### config.mk
export PLATFORM = sky130hd
export DESIGN_NAME = data_mem_sync
export DESIGN_NICKNAME = d
export VERILOG_FILES = /design/src/rtl/data_mem_sync.sv
export SDC_FILE = /design/constraint.sdc
export NUM_CORES = 2
export LEC_CHECK = 0
export ABC_AREA = 1
export CAP_MARGIN = 20
export CORE_MARGIN = 4
export CORE_UTILIZATION = 29
export DETAILED_ROUTE_END_ITERATION = 8
export PLACE_DENSITY = 0.47
export SYNTH_ARGS = -nofsm -noshare
export SYNTH_HDL_FRONTEND = slang
export SYNTH_SLANG_ARGS = --single-unit
### constraint.sdc
create_clock -name clk -period 14.6 [get_ports clk]
set_clock_uncertainty 0.2 [all_clocks]
set_input_delay 2.92 -clock clk [delete_from_list [all_inputs] [get_ports clk]]
set_output_delay 2.92 -clock clk [all_outputs]
set_load 0.005 [all_outputs]
### src/rtl/data_mem_sync.sv
// rtl/data_mem_sync.sv - parametrised byte-enabled data memory with registered read and post-reset clear
module data_mem_sync #(
    parameter int DATA_W = 16,
    parameter int ADDR_W = 8,
    parameter int DEPTH  = 256
) (
    input  logic                  clk,
    input  logic                  rst,
    input  logic                  re,
    input  logic                  we,
    input  logic [ADDR_W-1:0]     addr,
    input  logic [DATA_W-1:0]     wd,
    input  logic [DATA_W/8-1:0]   be,
    output logic [DATA_W-1:0]     rd,
    output logic                  rd_valid,
    output logic                  busy,
    output logic                  addr_err
);
    localparam int NB = DATA_W / 8;
    localparam logic [ADDR_W-1:0] LAST = ADDR_W'(DEPTH - 1);

    typedef enum logic {ST_CLEAR, ST_IDLE} state_t;

    state_t            state;
    logic [ADDR_W-1:0] cnt;
    logic [DATA_W-1:0] mem [DEPTH];
    logic              in_range;

    assign in_range = 32'(addr) < DEPTH;
    assign busy     = (state == ST_CLEAR);

    // Storage has no reset of its own; the clear walk zeroes it one word per cycle.
    always_ff @(posedge clk) begin
        if (!rst) begin
            if (state == ST_CLEAR) begin
                mem[cnt] <= '0;
            end else if (we && in_range) begin
                for (int i = 0; i < NB; i++) begin
                    if (be[i]) begin
                        mem[addr][8*i +: 8] <= wd[8*i +: 8];
                    end
                end
            end
        end
    end

    always_ff @(posedge clk) begin
        if (rst) begin
            state    <= ST_CLEAR;
            cnt      <= '0;
            rd       <= '0;
            rd_valid <= 1'b0;
            addr_err <= 1'b0;
        end else begin
            rd_valid <= 1'b0;
            addr_err <= 1'b0;
            case (state)
                ST_CLEAR: begin
                    cnt <= cnt + 1'b1;
                    if (cnt == LAST) begin
                        state <= ST_IDLE;
                    end
                end
                ST_IDLE: begin
                    if (re || we) begin
                        addr_err <= !in_range;
                        // Read samples the array before this edge's write lands: read-first.
                        if (re) begin
                            rd       <= in_range ? mem[addr] : '0;
                            rd_valid <= 1'b1;
                        end
                    end
                end
            endcase
        end
    end
endmodule

==> flow_metrics.env <==
export IMPL_max_clock_freq_ghz=0.136
export IMPL_yosysSeqAreaShare=0.738
export IMPL_synthAdderAreaFrac=0.0000748
export IMPL_synth_seq_cells=4122
export IMPL_worstSkewPairLatency_ns=1.02
export IMPL_hold_class="reg2reg"
export IMPL_sw_frac_of_total=0.229
export IMPL_p_int_uw=19300
export IMPL_synth_compound_area_frac=0.000920
export IMPL_multi_input_area_mm2=0.0399
export IMPL_h_tree_depth=5
export IMPL_cts_tree="built"
export IMPL_cellLeakagePower_uw=0.0678
export IMPL_grt_pass1_vias=104608
export IMPL_postCtsSetupRepairBufs=0
export IMPL_cts_hold_buf=0
export IMPL_status="finished, final reports clean"
export IMPL_fin_cells=22023
export IMPL_firstDrtPassIters=6
export IMPL_grt_antenna_before_repair=31
export IMPL_setup_tns_final_ns=0
export IMPL_numCtsBuffers=445
export IMPL_chipWidth_um=768
export IMPL_power_density_mw_per_mm2=132
export IMPL_syn_to_final_growth_pct=13.5
export IMPL_cts_root_buf="clkbuf_16"
export IMPL_ys_warn_count=0
export IMPL_max_stage_delay_ns=0.71
export IMPL_ir_worst_vdd_v=0.000111
export IMPL_finalMaxSlewViolations=0
export IMPL_crit_reg2reg_launch="state$_SDFF_PP0_"
export IMPL_globalplace_congestion=0.797
export IMPL_routed_via_density=5.01
export IMPL_cts_resized=0
export IMPL_period_needed_ns=7.34
export IMPL_wl_per_cell_um=25.2
export IMPL_worstPathRequired_ns=15.30
export IMPL_drive_gt1_frac=0.0656
export IMPL_die_y_um=768
export IMPL_rsz0062_at_grt="no"
export IMPL_rows=278
export IMPL_pwr_share_clk=0.439
export IMPL_synthMuxAreaShare=0
export IMPL_final_area_mm2=0.190
export IMPL_drtIter0Drc=11099
export IMPL_timing_final_hold_violations=0
export IMPL_worst_path_buf_inv=6
export IMPL_ios=49
export IMPL_crit_chain="buf_8 > buf_12 > buf_4 > buf_4 > buf_4 > nand3_1 > nand3_1 > nand3_1 > nand3_1 > nand3_1 > nand3_1 > nand2_1 > nand2_1 > nand3_1 > nand2_1 > inv_1"
export IMPL_syn_area_mm2=0.167
export IMPL_p_seq_frac=0.512
export IMPL_core_mm2=0.574
export IMPL_place_inst=21179
export IMPL_drc=0
export IMPL_clock_sinks=4122
export IMPL_grt_usage=0.181
export IMPL_r2r_cells=12
export IMPL_worstHoldStart="cnt[3]$_SDFFE_PP0N_"
export IMPL_maxCapViolCount=0
export IMPL_dp_final_hpwl_um=317000
export IMPL_clk_pin_slew_ns=0.06
export IMPL_regArea_mm2=0.124
export IMPL_worst_ep_arrival_time_ns=8.04
export IMPL_relSlewSlack=0.147
export IMPL_slowest_stage="buf_4"
export IMPL_end_kind="flop"
export IMPL_dr_total_vias=110252
export IMPL_place_area_mm2=0.176
export IMPL_crit_path_start="addr[1]"
export IMPL_power_frac_comb=0.050
export IMPL_tightestPinTransition_ns=1.28
export IMPL_ys_types=28
export IMPL_cp_start_kind="input port"
export IMPL_setup_viol=0
export IMPL_critPathMostFrequentCell="nand3_1"
export IMPL_synth_xor_area_frac=0
export IMPL_synthCells=14328
export IMPL_wirelength_um=554000
export IMPL_hold_depth=1
export IMPL_synth_simple_gate_area_frac=0.236
export IMPL_crit_fanout=113
export IMPL_ant_nets=0
export IMPL_grt_ovfl_total=0
export IMPL_clk_path_buf_depth=4
export IMPL_cp_top_family="buffers and inverters"
export IMPL_start_util=0.291
export IMPL_synth_top_family_by_area="simple AND/OR/NAND/NOR gates"
export IMPL_nets=14105
export IMPL_avgSynthCellArea_um2=11.7
export IMPL_min_period_over_period=0.503
export IMPL_dieArea_mm2=0.589
export IMPL_cp_depth=16
export IMPL_worstSetupPathType="in2reg"
export IMPL_grt_max_degree=173
export IMPL_n_fill_cell=57042
export IMPL_switchingPower_uw=5740
export IMPL_grt_pass1_wl_um=792000
export IMPL_syn_nets=14359
export IMPL_io_buffers=47
-- cells in the mapped netlist --
cell | count | share of area
buf_1 | 139 | 0.0031
conb_1 | 1 | 0.000022
nand2_1 | 4451 | 0.10
nor2_2 | 21 | 0.00079
inv_2 | 6 | 0.00013
nand2_4 | 1 | 0.000067
inv_1 | 56 | 0.0013
edfxtp_1 | 4096 | 0.74
ha_1 | 1 | 0.000075
a21boi_1 | 2 | 0.000090
nor3b_1 | 1 | 0.000045
o21ai_2 | 8 | 0.00042
nor4_1 | 1 | 0.000037
clkbuf_1 | 781 | 0.018
o41ai_1 | 1 | 0.000052
buf_6 | 1 | 0.000067
buf_4 | 4 | 0.00018
a21oi_1 | 6 | 0.00018
dfxtp_1 | 26 | 0.0031
nand2_2 | 13 | 0.00049
o21ai_0 | 6 | 0.00018
clkinv_1 | 1 | 0.000022
buf_2 | 75 | 0.0022
nor2_1 | 562 | 0.013
nor3_1 | 3 | 0.000090
nand3_1 | 4051 | 0.12
nor2_4 | 13 | 0.00088
and3_1 | 1 | 0.000037
-- power by group through the flow --
stage | clock network (µW) | registers, µW | logic [µW]
floorplan | 0 | 13100 | 707
global placement | 0 | 13100 | 1250
detailed placement | 0 | 13100 | 1240
CTS | 11200 | 12800 | 1240
global route | 11700 | 12800 | 1330
finish | 11000 | 12800 | 1240
-- cell families (layout without fill, tap and decap cells) --
group / Yosys count / count (layout)
compound gates: 23 / 23
flops: 4122 / 4122
fa+ha+maj: 1 / 1
simple gates: 9118 / 9118
other cells: 1 / 12
buf+inv: 1063 / 1187
-- final timing paths --
kind | endpoint | slack (ns)
min reg2reg | cnt[3]$_SDFFE_PP0N_ | 0.31
max | rd[13]$_SDFFE_PP0P_ | 7.26
max reg2reg | mem[4][7]$_DFFE_PP_ | 9.63
min | cnt[3]$_SDFFE_PP0N_ | 0.31
-- flip-flops by register name, indices dropped and copies added (netlist names) --
register and count:
state 1, rd 16, rd_valid 1, cnt 8, mem 4096
-- cell usage in the layout, fill, tap and decap left out, types with 3 or more instances in the layout --
cell,instances
clkinvlp_4,8
buf_8,5
dfxtp_1,26
nor3_1,3
nor2_2,14
inv_1,50
nor2_4,37
clkinv_2,82
buf_4,204
inv_2,5
inv_6,13
clkdlybuf4s50_1,39
inv_8,4
a21oi_1,6
clkinv_1,117
o21ai_0,6
inv_16,5
clkinv_8,5
o21ai_2,8
nand2_1,4451
nor2_1,545
buf_12,35
edfxtp_1,4096
clkbuf_1,108
nand3_1,4051
clkinv_16,3
clkbuf_8,6
buf_6,13
diode_2,11
nand2_2,13
bufinv_16,31
clkbuf_16,449
-- routing by layer --
layer | GRT usage | vias to the layer above | part of all wire
li1 | - | 50281 | -
met1 | 0.260 | 55673 | 0.45
met2 | 0.288 | 3668 | 0.46
met3 | 0.0259 | 630 | 0.063
met4 | 0.0451 | 0 | 0.025
met5 | 0 | - | 0
-- stage by stage --
stage	util	power [µW]	hold slack (ns)	worst slack (ns)
after detailed placement	0.307	14300	0.291	6.25
after global routing	0.331	25800	0.346	7.13
after CTS	0.331	25300	0.307	7.35
final	0.331	25100	0.311	7.26
after floorplan	-	13800	0.267	3.27
after global placement	0.306	14300	0.293	6.16
-- worst reg2reg max path, delay by kind of cell, from the launching register on --
kind          cells  cell delay [ns]
buf+inv           7             3.06
flops             1             0.43
simple gates      5             0.86
-- final cells by class --
| type | instances | area share |
|---|---|---|
| diodes | 11 | 0.000145 |
| flip-flops and latches | 4122 | 0.650 |
| repair buffers | 299 | 0.0152 |
| well taps | 7560 | 0.0498 |
| clock inverters | 262 | 0.0117 |
| multi-input cells | 9143 | 0.210 |
| clock buffers | 563 | 0.0617 |
| inverters | 63 | 0.00144 |
(Power assumes the default switching activity.)
